===== config.mk =====
export PLATFORM = sky130hd
export DESIGN_NAME = alu_arbiter
export DESIGN_NICKNAME = d
export VERILOG_FILES = /design/src/rtl/alu_arbiter.sv
export SDC_FILE = /design/constraint.sdc
export NUM_CORES = 1
export LEC_CHECK = 0
export ABC_AREA = 1
export ABC_CLOCK_PERIOD_IN_PS = 4300
export BUFFER_PORTS_ARGS = -buffer_cell sky130_fd_sc_hd__buf_2
export CORE_ASPECT_RATIO = 0.75
export CORE_MARGIN = 2
export CORE_UTILIZATION = 35
export DETAILED_ROUTE_END_ITERATION = 8
export PLACE_DENSITY = 0.65
export SLEW_MARGIN = 20
export SYNTH_ARGS = -nofsm -noshare
export SYNTH_HDL_FRONTEND = slang
export SYNTH_SLANG_ARGS = --single-unit

===== constraint.sdc =====
create_clock -name clk -period 4.3 [get_ports clk]
set_clock_uncertainty 0.2 [all_clocks]
set_input_delay 0 -clock clk [delete_from_list [all_inputs] [get_ports clk]]
set_output_delay 0 -clock clk [all_outputs]
set_load 0.01 [all_outputs]

===== src/rtl/alu_arbiter.sv =====
// Round-robin arbiter sharing one clocked ALU between two requesters; owns the status flags.
// Optional ALU_ARBITER_SUB_EN makes opcode 011 (SUB) legal; otherwise 011 is illegal.
module alu_arbiter #(
    parameter int unsigned ALU_LATENCY = 1,
    parameter int unsigned WIDTH       = 16
) (
    input  logic             clk,
    input  logic             rst,
    input  logic             req0_valid,
    output logic             req0_ready,
    input  logic [2:0]       req0_op,
    input  logic [WIDTH-1:0] req0_src,
    input  logic [WIDTH-1:0] req0_dst,
    input  logic             req1_valid,
    output logic             req1_ready,
    input  logic [2:0]       req1_op,
    input  logic [WIDTH-1:0] req1_src,
    input  logic [WIDTH-1:0] req1_dst,
    output logic [2:0]       alu_op,
    output logic [WIDTH-1:0] alu_src,
    output logic [WIDTH-1:0] alu_dst,
    input  logic [WIDTH-1:0] alu_result,
    input  logic [3:0]       alu_flags,
    output logic             rsp_valid,
    input  logic             rsp_ready,
    output logic             rsp_id,
    output logic [WIDTH-1:0] rsp_result,
    output logic [3:0]       rsp_flags,
    output logic             rsp_err,
    output logic [3:0]       status_flags
);

    localparam int unsigned OP_W   = 3;
    localparam int unsigned FLAG_W = 4;
    localparam int unsigned CNT_W  = 3;

    localparam logic [OP_W-1:0] OP_ADD = 3'b000;
    localparam logic [OP_W-1:0] OP_NOT = 3'b001;
    localparam logic [OP_W-1:0] OP_NOP = 3'b010;
    localparam logic [OP_W-1:0] OP_SUB = 3'b011;

    typedef enum logic [1:0] {
        S_IDLE = 2'd0,
        S_WAIT = 2'd1,
        S_RESP = 2'd2
    } state_t;

    state_t              r_state,        w_state_nxt;
    logic                r_last_grant,   w_last_grant_nxt;
    logic [CNT_W-1:0]    r_cnt,          w_cnt_nxt;
    logic [OP_W-1:0]     r_alu_op,       w_alu_op_nxt;
    logic [WIDTH-1:0]    r_alu_src,      w_alu_src_nxt;
    logic [WIDTH-1:0]    r_alu_dst,      w_alu_dst_nxt;
    logic                r_rsp_valid,    w_rsp_valid_nxt;
    logic                r_rsp_id,       w_rsp_id_nxt;
    logic [WIDTH-1:0]    r_rsp_result,   w_rsp_result_nxt;
    logic [FLAG_W-1:0]   r_rsp_flags,    w_rsp_flags_nxt;
    logic                r_rsp_err,      w_rsp_err_nxt;
    logic [FLAG_W-1:0]   r_status,       w_status_nxt;

    logic                w_any_valid;
    logic                w_grant_id;
    logic [OP_W-1:0]     w_sel_op;
    logic [WIDTH-1:0]    w_sel_src;
    logic [WIDTH-1:0]    w_sel_dst;
    logic                w_sel_legal;
    logic [FLAG_W-1:0]   w_flags_upd;

    function automatic logic op_is_legal(input logic [OP_W-1:0] op);
`ifdef ALU_ARBITER_SUB_EN
        return (op == OP_ADD) || (op == OP_NOT) || (op == OP_NOP) || (op == OP_SUB);
`else
        return (op == OP_ADD) || (op == OP_NOT) || (op == OP_NOP);
`endif
    endfunction

    // Round-robin pick: a tie goes to the requester that was not granted last.
    always_comb begin
        w_any_valid = req0_valid | req1_valid;
        if (req0_valid && req1_valid) begin
            w_grant_id = ~r_last_grant;
        end else begin
            w_grant_id = req1_valid;
        end
        w_sel_op    = w_grant_id ? req1_op  : req0_op;
        w_sel_src   = w_grant_id ? req1_src : req0_src;
        w_sel_dst   = w_grant_id ? req1_dst : req0_dst;
        w_sel_legal = op_is_legal(w_sel_op);
    end

    assign req0_ready = (r_state == S_IDLE) && w_any_valid && !w_grant_id;
    assign req1_ready = (r_state == S_IDLE) && w_any_valid &&  w_grant_id;

    // NOT only refreshes the zero flag; arithmetic ops replace all four.
    always_comb begin
        w_flags_upd = r_status;
        unique case (r_alu_op)
            OP_ADD:  w_flags_upd = alu_flags;
            OP_NOT:  w_flags_upd = {r_status[3:2], alu_flags[1], r_status[0]};
`ifdef ALU_ARBITER_SUB_EN
            OP_SUB:  w_flags_upd = alu_flags;
`endif
            default: w_flags_upd = r_status;
        endcase
    end

    always_comb begin
        w_state_nxt      = r_state;
        w_last_grant_nxt = r_last_grant;
        w_cnt_nxt        = r_cnt;
        w_alu_op_nxt     = r_alu_op;
        w_alu_src_nxt    = r_alu_src;
        w_alu_dst_nxt    = r_alu_dst;
        w_rsp_valid_nxt  = r_rsp_valid;
        w_rsp_id_nxt     = r_rsp_id;
        w_rsp_result_nxt = r_rsp_result;
        w_rsp_flags_nxt  = r_rsp_flags;
        w_rsp_err_nxt    = r_rsp_err;
        w_status_nxt     = r_status;

        unique case (r_state)
            S_IDLE: begin
                if (w_any_valid) begin
                    w_last_grant_nxt = w_grant_id;
                    w_rsp_id_nxt     = w_grant_id;
                    if (w_sel_legal) begin
                        w_alu_op_nxt  = w_sel_op;
                        w_alu_src_nxt = w_sel_src;
                        w_alu_dst_nxt = w_sel_dst;
                        w_cnt_nxt     = CNT_W'(ALU_LATENCY);
                        w_state_nxt   = S_WAIT;
                    end else begin
                        // Illegal opcode never reaches the ALU and leaves flags alone.
                        w_rsp_valid_nxt  = 1'b1;
                        w_rsp_result_nxt = '0;
                        w_rsp_flags_nxt  = r_status;
                        w_rsp_err_nxt    = 1'b1;
                        w_state_nxt      = S_RESP;
                    end
                end
            end
            S_WAIT: begin
                w_cnt_nxt = r_cnt - 3'd1;
                if (r_cnt == 3'd1) begin
                    w_status_nxt     = w_flags_upd;
                    w_rsp_flags_nxt  = w_flags_upd;
                    w_rsp_result_nxt = (r_alu_op == OP_NOP) ? '0 : alu_result;
                    w_rsp_err_nxt    = 1'b0;
                    w_rsp_valid_nxt  = 1'b1;
                    w_alu_op_nxt     = OP_NOP;
                    w_state_nxt      = S_RESP;
                end
            end
            S_RESP: begin
                if (rsp_ready) begin
                    w_rsp_valid_nxt = 1'b0;
                    w_state_nxt     = S_IDLE;
                end
            end
            default: begin
                w_state_nxt = S_IDLE;
            end
        endcase
    end

    always_ff @(posedge clk or posedge rst) begin
        if (rst) begin
            r_state      <= S_IDLE;
            r_last_grant <= 1'b1;
            r_cnt        <= '0;
            r_alu_op     <= OP_NOP;
            r_alu_src    <= '0;
            r_alu_dst    <= '0;
            r_rsp_valid  <= 1'b0;
            r_rsp_id     <= 1'b0;
            r_rsp_result <= '0;
            r_rsp_flags  <= '0;
            r_rsp_err    <= 1'b0;
            r_status     <= '0;
        end else begin
            r_state      <= w_state_nxt;
            r_last_grant <= w_last_grant_nxt;
            r_cnt        <= w_cnt_nxt;
            r_alu_op     <= w_alu_op_nxt;
            r_alu_src    <= w_alu_src_nxt;
            r_alu_dst    <= w_alu_dst_nxt;
            r_rsp_valid  <= w_rsp_valid_nxt;
            r_rsp_id     <= w_rsp_id_nxt;
            r_rsp_result <= w_rsp_result_nxt;
            r_rsp_flags  <= w_rsp_flags_nxt;
            r_rsp_err    <= w_rsp_err_nxt;
            r_status     <= w_status_nxt;
        end
    end

    assign alu_op       = r_alu_op;
    assign alu_src      = r_alu_src;
    assign alu_dst      = r_alu_dst;
    assign rsp_valid    = r_rsp_valid;
    assign rsp_id       = r_rsp_id;
    assign rsp_result   = r_rsp_result;
    assign rsp_flags    = r_rsp_flags;
    assign rsp_err      = r_rsp_err;
    assign status_flags = r_status;

endmodule

After elaboration in Yosys (flattened, before gate mapping)

Cells that the tools add are included.

Mux-type cells: 33
Eq/ne operators: 12
Add/subtract/negate cells: 1
Reduce and logical (&&, ||, !) cells: 20
Bitwise gates (word level): 2

Operators with widths:

| cell                | count |
|---|---|
| $mux 16             | 6 |
| $pmux 16 s2         | 1 |
| $mux 3              | 6 |
| $pmux 4 s2          | 2 |
| $mux 4              | 3 |
| $pmux 3 s2          | 2 |
| $ne 2x2->1 const B  | 5 |
| $eq 3x1->1 const B  | 3 |
| $reduce_and 3->1    | 3 |
| $mux 2              | 4 |
| $reduce_and 4->1    | 2 |
| $eq 3x2->1 const B  | 2 |
| $logic_not 3->1     | 2 |
| $mux 1              | 6 |
| $pmux 2 s3          | 1 |
| $reduce_and 5->1    | 1 |
| $logic_and 1x1->1   | 4 |
| $reduce_and 2->1    | 2 |
| $pmux 1 s3          | 1 |
| $reduce_bool 3->1   | 1 |
| $sub 3x1->3 const B | 1 |
| $eq 2x1->1 const B  | 1 |
| $eq 2x2->1 const B  | 1 |
| $logic_not 2->1     | 1 |
| other kinds (6)     | 7 |

Word-level logic and storage cells: 80
Register bits after elaboration: 68
Output and inout bits: 64

Logic depth before layout (Yosys ltp)

Gate-level depths: netlist of run 1.

Depth in word-level cells: 9
Depth in mapped cells: 11
Depth with buffers taken out: 10

Worst setup path before layout of run 1

No wires, ideal clock.

Path kind: register to register
Start point: register r_last_grant
End point: register r_alu_dst[0] (netlist: alu_dst[0])
Buffers on the path: 2
Slack: 2.537 ns
Required time: 3.977 ns
Cell stages (with the launch flop): 10
Arrival: 1.440 ns
Clock period less this slack: 1.763 ns
Cells stage by stage: dfstp_2 nand2_1 nand2_2 buf_6 nand2_1 o21ai_2 nand3_4 clkbuf_2 o21ai_0 nand2_1

Cells in the longest elaborated chain, start to end: 7

RTL lines:

| item                                          | RTL line | text |
|---|---|---|
| from (decl)                                   | 49       | `logic r_last_grant, w_last_grant_nxt;` |
| from (signal assigned)                        | 182      | `r_last_grant <= w_last_grant_nxt;` |
| $not 1->1 *                                   | 81       | `w_grant_id = ~r_last_grant;` |
| $mux 1 *                                      | 80       | `if (req0_valid && req1_valid) begin` |
| $mux 3                                        | 85       | `w_sel_op = w_grant_id ? req1_op : req0_op;` |
| $eq 3x1->1 or $logic_not 3->1 (tied branches) | 73       | `return (op == OP_ADD) \|\| (op == OP_NOT) \|\| (op == OP_NOP);` |
| $logic_or 1x1->1 (2 in series)                | 73       |  |
| $reduce_and 3->1 (no line)                    | n/a      |  |
| to (signal assigned)                          | 186      | `r_alu_dst <= w_alu_dst_nxt;` |
| to (decl)                                     | 53       | `logic [WIDTH-1:0] r_alu_dst, w_alu_dst_nxt;` |

Every way passes the cells marked *; elsewhere a longest branch is shown, timed or not.
A chain may end at the register's enable or synchronous reset.

Final worst setup path of run 1

Start point: register r_last_grant
End point: register r_alu_dst[4] (netlist: alu_dst[4])

The elaborated chain is that of the path after synthesis.

==> flow_summary.json, run 1 <==
{
  "final_common_cell": "nand2_1",
  "grt_max_degree": 44,
  "max_stage_delay_ps": 640,
  "layout-drive-gt1-share_pct": 26.81,
  "syn_area_mm2": 0.003391,
  "io_buffers": 158,
  "ioPinCount": 159,
  "cp_cell_sequence": "nand2_1, nand2_2, inv_1, nand2_1, nand2_1, dlygate4sd3_1, nand2_1, nand2_1, dlygate4sd3_1",
  "critPathKind": "reg -> reg",
  "nNetsFinal": 797,
  "cp_max_fo": 38,
  "cp-startpoint": "r_last_grant",
  "min-delay-start": "req1_valid",
  "core_area_mm2": 0.009542,
  "clk_pin_slew_ps": 60,
  "slew_headroom_pct": 36.32,
  "clock_latency_ps": 320,
  "setup_slack_ps": 674.5,
  "grt_pass1_wl_mm": 16.22,
  "ys_seq_elements": 68,
  "start_util_pct": 35.54,
  "crit_path_top_delay_cell": "inv_1",
  "drt_iter0_drc": 147,
  "die_x_um": 117.7,
  "antenna_found_initial": 1,
  "dp_hpwl_mm": 6.363,
  "drc": 0,
  "drv_cap": 0,
  "chipHeight_um": 89.24,
  "dp_cells": 724,
  "synth_nets": 552,
  "die-area_mm2": 0.01050,
  "setup_viol": 0,
  "grt_overflow": 0,
  "p_per_area_mw_per_mm2": 579.0,
  "finalWirelength_mm": 10.18,
  "grt_setup_unrepaired": "no",
  "cts_buffer_depth": 2,
  "yosys_warnings": 0,
  "synth.avg_cell_area_um2": 7.452,
  "syn_inst": 455,
  "cts_max_level": 3,
  "fmax_mhz": 275.8,
  "power_w": 0.003200,
  "crit_top_cell": "nand2_1",
  "worst_pin_slew_ps": 954.1,
  "setup_tns_ps": 0,
  "drtAntennaViolNets": 0,
  "peakVddDrop_uv": 274.1,
  "yosysSeqAreaShare_pct": 50.26,
  "via_per_inst": 4.539,
  "gp_congestion": 0.8249,
  "nFillCells": 857,
  "mostFrequentLayoutCells": "nand2_1, buf_2, dlygate4sd3_1",
  "first_global_vias": 3665,
  "via_count": 3804,
  "dr.pass1.iters": 7,
  "drt-wirelength-per-cell_um": 12.15,
  "area_growth_pct": 62.99,
  "cts_resized": 0,
  "pre_cts_ws_ps": 1544,
  "yosysUniqueCellTypes": 24,
  "root_buffer": "clkbuf_16",
  "fin_crit_sh_pct": 84.31,
  "cts_sinks": 68,
  "design_area_mm2": 0.005527,
  "cts_buffers": 9,
  "hold_viol": 0,
  "period_needed_ps": 3626,
  "required_ps": 4300,
  "worstSetupStartpointType": "flop",
  "crit_family": "buffers and inverters",
  "run_status": "complete, no violations",
  "hold_class": "in -> reg",
  "final_cells": 838,
  "end_kind": "flop",
  "track_usage_pct": 19.13,
  "cp_num_buf_inv": 3,
  "tritoncts": "yes",
  "cellLeakagePower_nw": 3.039,
  "final_max_slew_viol_count": 0,
  "dpl-instance-area_mm2": 0.004227,
  "worstPathArrival_ps": 3630,
  "rr_startpoint": "r_last_grant",
  "num_rows": 31
}
[report_power, final]
part | total (W) | switching [W] | internal [W] | leakage (nW)
Clock | 0.000796 | 0.000273 | 0.000523 | 0.162
Combinational | 0.00134 | 0.000795 | 0.000548 | 2.01
Sequential | 0.00106 | 0.000151 | 0.000909 | 0.868
Total | 0.00320 | 0.00122 | 0.00198 | 3.04
[path summary, 6_finish.rpt]
kind | cells past startpoint | endpoint | slack, ps
setup / recovery | 9 | alu_dst[4] | 670
hold / removal | 3 | r_state[0] | 40
setup reg to reg | 9 | alu_dst[4] | 670
hold reg to reg | 2 | r_last_grant | 270
max in group asynchronous | 4 | r_last_grant | 2880
min in group asynchronous | 3 | rsp_result[5] | 60
[worst register-to-register path, cell delays in order (launching register included)]
cell           delay, ps
dfstp_2              530
nand2_1               90
nand2_2              530
inv_1                650
nand2_1              220
nand2_1               60
dlygate4sd3_1        550
nand2_1               70
nand2_1               50
dlygate4sd3_1        560
[area by class of cell]
class	instances	area (um^2)	share of cell area (%)
Timing Repair Buffer	256	1769	32.01
Inverter	20	75.07	1.358
Tap cell	132	165.2	2.988
Multi-Input combinational cell	345	1484	26.85
Clock buffer	10	239.0	4.324
Antenna cell	1	2.502	0.04528
Clock inverter	6	87.58	1.585
Sequential cell	68	1704	30.84
[stage by stage]
step	hold WS, ps	utilization (%)
3_5_place_dp	-122.6	44.30
5_1_grt	40.92	57.92
2_1_floorplan	-54.77	-
6_report	38.24	57.92
3_3_place_gp	-132.8	44.30
4_1_cts	15.56	57.89
[synthesized netlist by cell type]
cell type / number / share of area [%]
a21boi_0: 1 / 0.22
buf_2: 3 / 0.44
buf_4: 2 / 0.44
buf_6: 4 / 1.3
clkbuf_1: 10 / 1.1
clkbuf_2: 3 / 0.44
dfrtp_1: 66 / 49
dfstp_2: 2 / 1.5
ha_1: 2 / 0.74
inv_1: 20 / 2.2
nand2_1: 244 / 27
nand2_2: 4 / 0.74
nand3_1: 13 / 1.9
nand3_4: 1 / 0.52
nand4_1: 3 / 0.55
nor2_1: 7 / 0.78
nor2_4: 1 / 0.33
nor2_8: 1 / 0.59
nor3_1: 1 / 0.15
nor3_2: 1 / 0.30
o21ai_0: 48 / 7.1
o21ai_1: 15 / 2.2
o21ai_2: 1 / 0.26
or2_2: 2 / 0.37
[per-layer routing]
layer	vias up	wire, um	track usage (%)
met5	-	0	0
met4	0	276	8.215
met3	24	586	4.719
met2	144	4879	34.41
met1	1723	4438	22.32
li1	1913	-	-
[flip-flops by register name, summed over array words and instances, names as in the netlist]
| signal | flops |
|---|---|
| alu_op | 3 |
| rsp_flags | 4 |
| rsp_id | 1 |
| alu_src | 16 |
| rsp_err | 1 |
| alu_dst | 16 |
| rsp_result | 16 |
| rsp_valid | 1 |
| status_flags | 4 |
| r_state | 2 |
| r_last_grant | 1 |
| r_cnt | 3 |
[cell families after synthesis]
group	Yosys count	synth area share (%)
AOI/OAI and AO/OA	65	9.779
adders and majority gates	2	0.7379
buffers and inverters	42	5.977
DFF	68	50.26
and+or+nand+nor	278	33.25
[what timing repair did]
item                                   CTS  global route
hold buffers                            97             0
endpoints found under the hold margin   87             0
buffers inserted                         0             0
Power figures use the tool's default switching activity.
==> run 2: changes to the inputs <==
Settings changed: ABC_CLOCK_PERIOD_IN_PS 4300 to 3200, PLACE_DENSITY 0.65 to 0.67.
Clock period 4.3 ns to 3.2 ns, I/O delays scaled along.
==> run 2 against run 1 <==
Sequential share of layout area rose by 0.19 points. Critical path depth did not move. First-iteration DRC count rose by 4.1%. Global-route usage rose by 1.4 points. Flip-flop and latch count did not move. Register-to-register slack got worse by 410 ps. Routed wire length rose by 5.6%. Largest power group unchanged. Via count rose by 2.4%. Combinational power rose by 31%. Setup slack got worse by 410 ps. Critical endpoint is now alu_dst[6].
==> flow_summary.json, run 2 (synthesized netlist as in run 1, its figures left out) <==
{
  "layout-drive-gt1-share_pct": 27.27,
  "clock_latency_ps": 320,
  "die-area_mm2": 0.01050,
  "clk_pin_slew_ps": 50,
  "io_buffers": 158,
  "peakVddDrop_uv": 339.0,
  "rr_startpoint": "r_last_grant",
  "die_x_um": 117.7,
  "cp_max_fo": 34,
  "fin_crit_sh_pct": 91.75,
  "run_status": "complete, no violations",
  "hold_class": "in -> reg",
  "via_per_inst": 4.661,
  "worstPathArrival_ps": 2940,
  "dr.pass1.iters": 5,
  "critPathKind": "reg -> reg",
  "grt_overflow": 0,
  "min-delay-start": "req1_op[2]",
  "worst_pin_slew_ps": 996.7,
  "end_kind": "flop",
  "grt_setup_unrepaired": "no",
  "start_util_pct": 35.54,
  "cts_buffers": 9,
  "diodes": 0,
  "area_growth_pct": 61.99,
  "drc": 0,
  "worstSetupStartpointType": "flop",
  "slew_headroom_pct": 33.48,
  "cts_sinks": 68,
  "design_area_mm2": 0.005493,
  "cts_buffer_depth": 2,
  "final_max_slew_viol_count": 0,
  "pre_cts_ws_ps": 864.1,
  "num_rows": 31,
  "fmax_mhz": 340.6,
  "finalWirelength_mm": 10.75,
  "drt_iter0_drc": 153,
  "antenna_found_initial": 0,
  "setup_slack_ps": 263.8,
  "nNetsFinal": 797,
  "chipHeight_um": 89.24,
  "hold_viol": 0,
  "tritoncts": "yes",
  "root_buffer": "clkbuf_16",
  "ioPinCount": 159,
  "via_count": 3897,
  "cts_max_level": 3,
  "final_common_cell": "nand2_1",
  "first_global_vias": 3716,
  "drtAntennaViolNets": 0,
  "post_cts_buffers": 0,
  "gp_congestion": 0.7951,
  "cp-startpoint": "r_last_grant",
  "dpl-instance-area_mm2": 0.004257,
  "core_area_mm2": 0.009542,
  "setup_tns_ps": 0,
  "p_per_area_mw_per_mm2": 768.5,
  "grt_pass1_wl_mm": 17.27,
  "mostFrequentLayoutCells": "nand2_1, buf_2, dlygate4sd3_1",
  "drt-wirelength-per-cell_um": 12.85,
  "track_usage_pct": 20.51,
  "drv_cap": 0,
  "grt_max_degree": 44,
  "dp_hpwl_mm": 6.821,
  "cellLeakagePower_nw": 3.028,
  "required_ps": 3200,
  "period_needed_ps": 2936,
  "setup_viol": 0
}
run 2: cell types whose count changed in the layout (fill, tap and decap cells not counted), sizes merged:
cell / delta
clkbuf: -1
buf: +4
diode: -1
dlygate4sd3: -4
run 2: metrics by stage:
step	std cells	total power, W	utilization (%)	hold slack (ps)
after floorplan	455	0.002458	-	-54.77
after global placement	728	0.002985	44.61	-121.7
after detailed placement	728	0.003029	44.61	-110.7
after CTS	836	0.004237	57.57	15.75
after global routing	836	0.004539	57.57	64.09
final	836	0.004221	57.57	21.87
run 2: area by class of cell:
type / count / area (um^2)
tap: 132 / 165.2
fill: 856 / 4049
timing repair buffer: 256 / 1759
clock buffer: 9 / 225.2
inverter: 20 / 75.07
clock inverter: 6 / 80.08
multi-input combinational: 345 / 1484
sequential: 68 / 1704
run 2: power breakdown:
part	internal, W	switching [W]	leakage, nW
Clock	0.000671	0.000351	0.155
Sequential	0.00122	0.000212	0.868
Combinational	0.000712	0.00105	2.01
run 2: routing by layer:
metal	vias to the layer above	wire [um]	global-route usage (%)
met5	-	0	0
met4	0	130	6.243
met3	13	729	5.230
met2	153	5252	37.26
met1	1809	4634	24.47
li1	1922	-	-
run 2: final timing paths:
path	endpoint	slack (ps)	depth (start not counted)
min reg2reg	r_last_grant	260	2
max in group asynchronous	alu_op[1]	1880	4
max reg2reg	alu_dst[6]	260	9
max	alu_dst[6]	260	9
min in group asynchronous	rsp_result[11]	70	3
min	r_cnt[0]	20	6
run 2: what timing repair did:
action | in CTS | in global routing
hold endpoints to repair | 97 | 0
hold buffers | 93 | 0
gates resized for setup | 0 | 0
run 2: worst max-delay path, cell delays in order, from the launching register on:
cell	delay, ps
dfstp_2	530
nand2_1	90
nand2_2	120
buf_4	340
inv_1	530
nand2_1	230
nand2_1	70
dlygate4sd3_1	560
nand2_1	70
nand2_1	50
